$ cat config.mk
export PLATFORM = sky130hd
export DESIGN_NAME = mont_redc_32_seq
export DESIGN_NICKNAME = d
export VERILOG_FILES = /design/src/rtl/mont_pkg.sv /design/src/rtl/mont_qxm_word.sv /design/src/rtl/mont_redc_32_seq.sv
export SDC_FILE = /design/constraint.sdc
export NUM_CORES = 2
export LEC_CHECK = 0
export BUFFER_PORTS_ARGS = -buffer_cell sky130_fd_sc_hd__buf_2
export CAP_MARGIN = 20
export CORE_MARGIN = 5
export CORE_UTILIZATION = 30
export CTS_CLUSTER_DIAMETER = 150
export CTS_CLUSTER_SIZE = 12
export DETAILED_ROUTE_END_ITERATION = 10
export HOLD_SLACK_MARGIN = 0.05
export MAX_ROUTING_LAYER = met4
export PLACE_DENSITY = 0.43
export SYNTH_ARGS = -nofsm -noshare
export SYNTH_HDL_FRONTEND = slang
export SYNTH_SLANG_ARGS = --single-unit
$ cat constraint.sdc
create_clock -name clk -period 12.2 [get_ports clk]
set_clock_uncertainty 0.15 [all_clocks]
set_input_delay 0.61 -clock clk [delete_from_list [all_inputs] [get_ports clk]]
set_output_delay 0.61 -clock clk [all_outputs]
set_load 0.01 [all_outputs]
$ cat src/rtl/mont_pkg.sv
// ----------------------------------------------------------------------------
// mont_pkg
// Shared constants and types for the word-serial Montgomery reduction
// sequencer (mont_redc_32_seq) and its q x M sub-module (mont_qxm_word).
//
// Contents:
//   W, N, ITERS       word width, modulus width, reduction iterations
//   ACC_W, QM_W       accumulator width (2N+1) and q*M product width (W+N)
//   M                 256-bit modulus constant
//   M_SH_*            bit positions of the sparse signed-power-of-two form of M
//   state_t           sequencer states
//   word_t, acc_t,    datapath types
//   qm_t, cnt_t
//
// Configuration macro used by the design: MONT_FINAL_SUB_EN
// ----------------------------------------------------------------------------
package mont_pkg;

    localparam int unsigned W     = 32;
    localparam int unsigned N     = 256;
    localparam int unsigned ITERS = N / W;
    localparam int unsigned ACC_W = 2 * N + 1;
    localparam int unsigned QM_W  = W + N;
    localparam int unsigned CNT_W = $clog2(ITERS);

    // M = 2^255 - 2^224 + 2^192 + 2^96 - 1
    // Low word is all ones, so -M^-1 mod 2^32 == 1 and q is simply acc[31:0].
    // M < 2^255, hence 2M < 2^256 and an unreduced result still fits in N bits.
    localparam int unsigned M_SH_TOP = 255;
    localparam int unsigned M_SH_NEG = 224;
    localparam int unsigned M_SH_MID = 192;
    localparam int unsigned M_SH_LOW = 96;

    localparam logic [N-1:0] M =
        256'h7FFFFFFF_00000001_00000000_00000000_00000000_FFFFFFFF_FFFFFFFF_FFFFFFFF;

    typedef enum logic [1:0] {
        IDLE = 2'd0,
        ITER = 2'd1,
        FSUB = 2'd2,
        DONE = 2'd3
    } state_t;

    typedef logic [W-1:0]     word_t;
    typedef logic [ACC_W-1:0] acc_t;
    typedef logic [QM_W-1:0]  qm_t;
    typedef logic [CNT_W-1:0] cnt_t;

endpackage

$ cat src/rtl/mont_qxm_word.sv
// ----------------------------------------------------------------------------
// mont_qxm_word
// Combinational multiply of one 32-bit quotient word by the fixed modulus M.
// M is sparse (four signed powers of two plus -1), so the product is built
// from shifted copies of q instead of a general 32x256 multiplier.
//
// Ports:
//   q_i     in   W       quotient word
//   prod_o  out  W+N     q * M (full width; the product needs W+N bits)
// ----------------------------------------------------------------------------
module mont_qxm_word
    import mont_pkg::*;
(
    input  logic [W-1:0]    q_i,
    output logic [QM_W-1:0] prod_o
);

    qm_t q_ext;
    qm_t pos_sum;
    qm_t neg_sum;

    always_comb begin
        q_ext   = qm_t'(q_i);
        // Positive terms: 2^255, 2^192, 2^96. Negative terms: 2^224, 1.
        pos_sum = (q_ext << M_SH_TOP) + (q_ext << M_SH_MID) + (q_ext << M_SH_LOW);
        neg_sum = (q_ext << M_SH_NEG) + q_ext;
        // True product is non-negative and < 2^(W+N), so modular wrap is exact.
        prod_o  = pos_sum - neg_sum;
    end

endmodule

$ cat src/rtl/mont_redc_32_seq.sv
// ----------------------------------------------------------------------------
// mont_redc_32_seq
// Word-serial Montgomery reduction: R = T * 2^-256 mod M for a 512-bit T.
// Each ITER cycle takes q = acc[31:0], adds q*M (which zeroes the low word)
// and shifts the accumulator right by one word; eight iterations divide by
// 2^256. One operand in flight at a time.
//
// Ports:
//   clk        in   1    system clock
//   rst_n      in   1    asynchronous active-low reset
//   in_valid   in   1    T operand valid
//   in_ready   out  1    high only in IDLE
//   t_in       in   512  product to reduce (T < M*2^256)
//   out_valid  out  1    result valid (DONE state)
//   out_ready  in   1    downstream accepts result
//   r_out      out  256  reduced result, held stable until handshake
//   busy       out  1    high in any state other than IDLE
//
// Configuration macro: MONT_FINAL_SUB_EN
//   defined   - FSUB state performs the conditional subtract, r_out in [0, M)
//   undefined - no FSUB, r_out in [0, 2M), one cycle less latency
// ----------------------------------------------------------------------------
module mont_redc_32_seq
    import mont_pkg::*;
(
    input  logic           clk,
    input  logic           rst_n,
    input  logic           in_valid,
    output logic           in_ready,
    input  logic [2*N-1:0] t_in,
    output logic           out_valid,
    input  logic           out_ready,
    output logic [N-1:0]   r_out,
    output logic           busy
);

    state_t       state_q, state_d;
    acc_t         acc_q,   acc_d;
    cnt_t         cnt_q,   cnt_d;
    logic [N-1:0] r_q,     r_d;

    word_t        q_word;
    qm_t          qm;
    acc_t         sum;
    logic         last_iter;
    logic         accept;

`ifdef MONT_FINAL_SUB_EN
    acc_t         acc_minus_m;
`endif

    // ------------------------------------------------------------------
    // q * M
    // ------------------------------------------------------------------
    assign q_word = acc_q[W-1:0];

    mont_qxm_word u_qxm (
        .q_i    (q_word),
        .prod_o (qm)
    );

    always_comb begin
        sum       = acc_q + acc_t'(qm);
        last_iter = (cnt_q == cnt_t'(ITERS - 1));
        accept    = in_valid && in_ready;
    end

    // ------------------------------------------------------------------
    // FSM: state register
    // ------------------------------------------------------------------
    always_ff @(posedge clk or negedge rst_n) begin
        if (!rst_n) begin
            state_q <= IDLE;
        end else begin
            state_q <= state_d;
        end
    end

    // ------------------------------------------------------------------
    // FSM: next state
    // ------------------------------------------------------------------
    always_comb begin
        state_d = state_q;
        case (state_q)
            IDLE: begin
                if (accept) begin
                    state_d = ITER;
                end
            end
            ITER: begin
                if (last_iter) begin
`ifdef MONT_FINAL_SUB_EN
                    state_d = FSUB;
`else
                    state_d = DONE;
`endif
                end
            end
`ifdef MONT_FINAL_SUB_EN
            FSUB: begin
                state_d = DONE;
            end
`endif
            DONE: begin
                if (out_ready) begin
                    state_d = IDLE;
                end
            end
            default: begin
                state_d = IDLE;
            end
        endcase
    end

    // ------------------------------------------------------------------
    // FSM: outputs (pure state decode)
    // ------------------------------------------------------------------
    always_comb begin
        in_ready  = (state_q == IDLE);
        busy      = (state_q != IDLE);
        out_valid = (state_q == DONE);
    end

    assign r_out = r_q;

    // ------------------------------------------------------------------
    // Datapath next-state
    // ------------------------------------------------------------------
`ifdef MONT_FINAL_SUB_EN
    always_comb begin
        acc_minus_m = acc_q - acc_t'(M);
    end
`endif

    always_comb begin
        acc_d = acc_q;
        cnt_d = cnt_q;
        r_d   = r_q;
        case (state_q)
            IDLE: begin
                if (accept) begin
                    acc_d = {1'b0, t_in};
                    cnt_d = '0;
                end
            end
            ITER: begin
                acc_d = sum >> W;
                cnt_d = cnt_q + 1'b1;
`ifndef MONT_FINAL_SUB_EN
                // Without the final subtract the shifted sum is the result.
                if (last_iter) begin
                    r_d = sum[W +: N];
                end
`endif
            end
`ifdef MONT_FINAL_SUB_EN
            FSUB: begin
                r_d = (acc_q >= acc_t'(M)) ? acc_minus_m[N-1:0] : acc_q[N-1:0];
            end
`endif
            default: begin
            end
        endcase
    end

    always_ff @(posedge clk or negedge rst_n) begin
        if (!rst_n) begin
            acc_q <= '0;
            cnt_q <= '0;
            r_q   <= '0;
        end else begin
            acc_q <= acc_d;
            cnt_q <= cnt_d;
            r_q   <= r_d;
        end
    end

    // ------------------------------------------------------------------
    // Adding q*M must always clear the low word before the shift.
    // ------------------------------------------------------------------
`ifndef SYNTHESIS
    a_low_word_zero: assert property (
        @(posedge clk) disable iff (!rst_n)
        (state_q == ITER) |-> (sum[W-1:0] == '0)
    ) else $error("mont_redc_32_seq: low accumulator word not zero after q*M add");
`endif

endmodule

==> impl_metrics.yaml <==
setup_path:
  ff2ff_path_depth: 29
  path_max_fanout: 11
  crit_slowest_cell: "nor4_2"
  crit_required_ns: 12.64
  startpoint_type: "register"
  end_kind: "register"
  r2r_start: "acc_q[9]"
  cpPeakStageDelay_ns: 0.81
  r2r_slack_ns: -0.07
  timing.rr.end: "acc_q[471]"
  critPathKind: "reg -> reg"
  cp.arrival_ns: 12.71
clocking:
  clockBufferDepth: 3
  cts_sinks: 773
  cts.htree.levels: 3
  root_buffer: "clkbuf_16"
  numCtsBuffers: 76
  cts_tree: "yes"
  insertion_delay_ns: 0.78
  clk_pin_slew_ns: 0.09
drt:
  ant_nets: 0
  wirelength_um: 487000
  routed_via_density: 6.34
  wl_per_cell_um: 37.6
  routed-via-count: 82100
  drc: 0
  drt-pass1-iter-count: 7
  drt_iter0_drc: 9777
sta:
  setup_viol: 1
  maxSlewViolCount: 0
  tightest_slew_ns: 1.33
  setup_slack_ns: -0.0660
  fin_crit_ns: 12.27
  fin_crit_sh: 1.01
  hold_violations: 0
  max_freq_ghz: 0.0815
  grt_setup_unrepaired: "false"
  slew_headroom: 0.101
yosys:
  synth-edff-count: 0
  synth-seq-cells: 773
  yosysUniqueCellTypes: 99
  syn-num-nets: 10200
  synth-seq-area-share: 0.281
  avgSynthCellArea_um2: 7.40
  ys_async_sr_fraction: 1.00
  yosys_most_used_dff: "dfrtp_1"
  syn_area_um2: 68700
  yosys_warnings: 0
  netlist_instances: 9296
layout:
  utilization: 0.349
  layout_commonest_cell: "a21oi_1"
  fillerInstances: 24800
  drive_above_1_share: 0.118
  area_delta_synth_final_pct: 15.5
  nNetsFinal: 10800
  stdcell_count: 12900
  seqCellArea_um2: 19400
  multi_input_area_um2: 46600
  final_cell_mix: "a21oi_1 (1181), nand2_1 (1113), o21ai_0 (1006)"
flow_run:
  drv_cap: 0
floorplanning:
  die_w_um: 489
  pin_count: 775
  die_h_um: 489
  initial_utilization: 0.302
  die_area_um2: 239000
  core_um2: 228000
  placementRows: 175
min_path:
  min_path_cells: 4
  hold_start: "t_in[464]"
  hold_path_end: "acc_q[464]"
  hp-class: "in -> reg"
global_route:
  antenna_found_initial: 47
  first_global_vias: 78400
  grt_pass1_wl_um: 657000
  track_usage: 0.402
  grt_max_degree: 175
  grt_overflow_total: 0
run_status:
  status: "finished, violations left"
  violations: "setup timing"
placed_design:
  dp_cells: 12700
  io_buffers: 774
  hpwl_um: 410000
  routabilityCongestion: 1.08
how the worst max path moves through the flow:
stage / startpoint / slack [ns] / cells past startpoint / to
after global routing: acc_q[10] / 0.04 / 34 / acc_q[471]
after floorplan: acc_q[1] / 4.55 / 31 / acc_q[455]
after detailed placement: acc_q[9] / -0.15 / 29 / acc_q[471]
after CTS: acc_q[9] / 0.02 / 27 / acc_q[379]
after global placement: acc_q[9] / -2.38 / 28 / acc_q[419]
final: acc_q[9] / -0.07 / 29 / acc_q[471]
metal layers:
| layer | wire, um | track usage | share of wire |
|---|---|---|---|
| met1 | 206000 | 0.518 | 0.42 |
| met2 | 218000 | 0.624 | 0.45 |
| met3 | 34600 | 0.0613 | 0.071 |
| met4 | 27600 | 0.177 | 0.057 |
| met5 | 0 | - | 0 |
cells by family (layout without fill, tap and decap cells):
family	count (synthesis)	in the layout	synth area share
AO/OA/AOI/OAI	3346	3346	0.289
XOR/XNOR	622	622	0.0792
adder cells (fa/ha/maj)	369	369	0.0672
buffers and inverters	795	1408	0.0443
flip-flops	773	773	0.281
multiplexers	1	1	0.000146
other	0	31	0
AND/OR/NAND/NOR	3390	3390	0.239
critical path: cells and delay by family, from the launching register on:
kind	cells	cell delay [ns]
adders and majority gates	2	1.03
buffers and inverters	5	1.32
DFF	1	0.75
AOI/OAI and AO/OA	13	4.82
xor gates and xnor gates	2	0.86
and+or+nand+nor	7	3.09
through the flow:
| step | setup TNS, ns | hold WS (ns) | cell area (um2) | worst slack (ns) |
|---|---|---|---|---|
| 3_3_place_gp | -156.31 | 0.307 | 75900 | -2.38 |
| 2_1_floorplan | 0 | 0.164 | 68700 | 4.55 |
| 4_1_cts | 0 | 0.0502 | 79300 | 0.0197 |
| 3_5_place_dp | -0.586 | 0.314 | 76000 | -0.153 |
| 5_1_grt | 0 | 0.0840 | 79400 | 0.0366 |
| 6_report | -0.0660 | 0.0863 | 79400 | -0.0660 |
area by class of cell:
class / instances / area share
clock inverter: 8 / 0.00113
inverter: 228 / 0.0109
multi-input combinational: 7728 / 0.587
tap: 3009 / 0.0474
antenna: 31 / 0.000977
clock buffer: 81 / 0.0248
timing repair buffer: 1091 / 0.0843
sequential: 773 / 0.244
cells in the mapped netlist, types with 10 or more instances:
cell | n | area [um2]
a211o_1 | 11 | 96.3
a211oi_1 | 52 | 390
a21boi_0 | 31 | 233
a21o_1 | 108 | 811
a21oi_1 | 1182 | 5920
a221oi_1 | 32 | 280
a22o_1 | 34 | 298
a22oi_1 | 46 | 345
a31oi_1 | 82 | 513
a41oi_1 | 12 | 105
and2_1 | 36 | 225
and3_1 | 90 | 563
and4_1 | 43 | 377
buf_1 | 15 | 56.3
buf_2 | 22 | 110
clkbuf_1 | 520 | 1950
dfrtp_1 | 773 | 19300
ha_1 | 369 | 4620
inv_1 | 224 | 841
nand2_1 | 1116 | 4190
nand2b_1 | 22 | 138
nand3_1 | 240 | 1200
nand4_1 | 335 | 2100
nor2_1 | 693 | 2600
nor2b_1 | 27 | 169
nor3_1 | 253 | 1270
nor3b_1 | 17 | 128
nor4_1 | 128 | 801
nor4b_1 | 10 | 87.6
o211ai_1 | 33 | 248
o21a_1 | 55 | 413
o21ai_0 | 1009 | 5050
o21ai_1 | 19 | 95.1
o21bai_1 | 105 | 788
o221ai_1 | 57 | 499
o22a_1 | 163 | 1430
o22ai_1 | 172 | 1080
o31ai_1 | 49 | 368
o41ai_1 | 10 | 87.6
or2_2 | 38 | 238
or3_1 | 273 | 1710
or4_1 | 24 | 180
xnor2_1 | 396 | 3470
xor2_1 | 226 | 1980
registers in the layout, indices dropped and copies added, names as in the netlist:
| name | count |
|---|---|
| acc_q | 512 |
| r_out | 256 |
| cnt_q | 3 |
| state_q | 2 |
what timing repair did:
action | 4_1_cts | 5_1_grt
endpoints found under the hold margin | 183 | 0
endpoints found under the setup margin | 13 | 19
pin swaps | 0 | 1
hold buffers | 121 | 0
gates resized for setup | 1 | 1
buffers inserted | 0 | 1
Power is left out: the tool's default activity adds up to more than one toggle a clock period on the data nets, which glitch-free logic cannot reach.
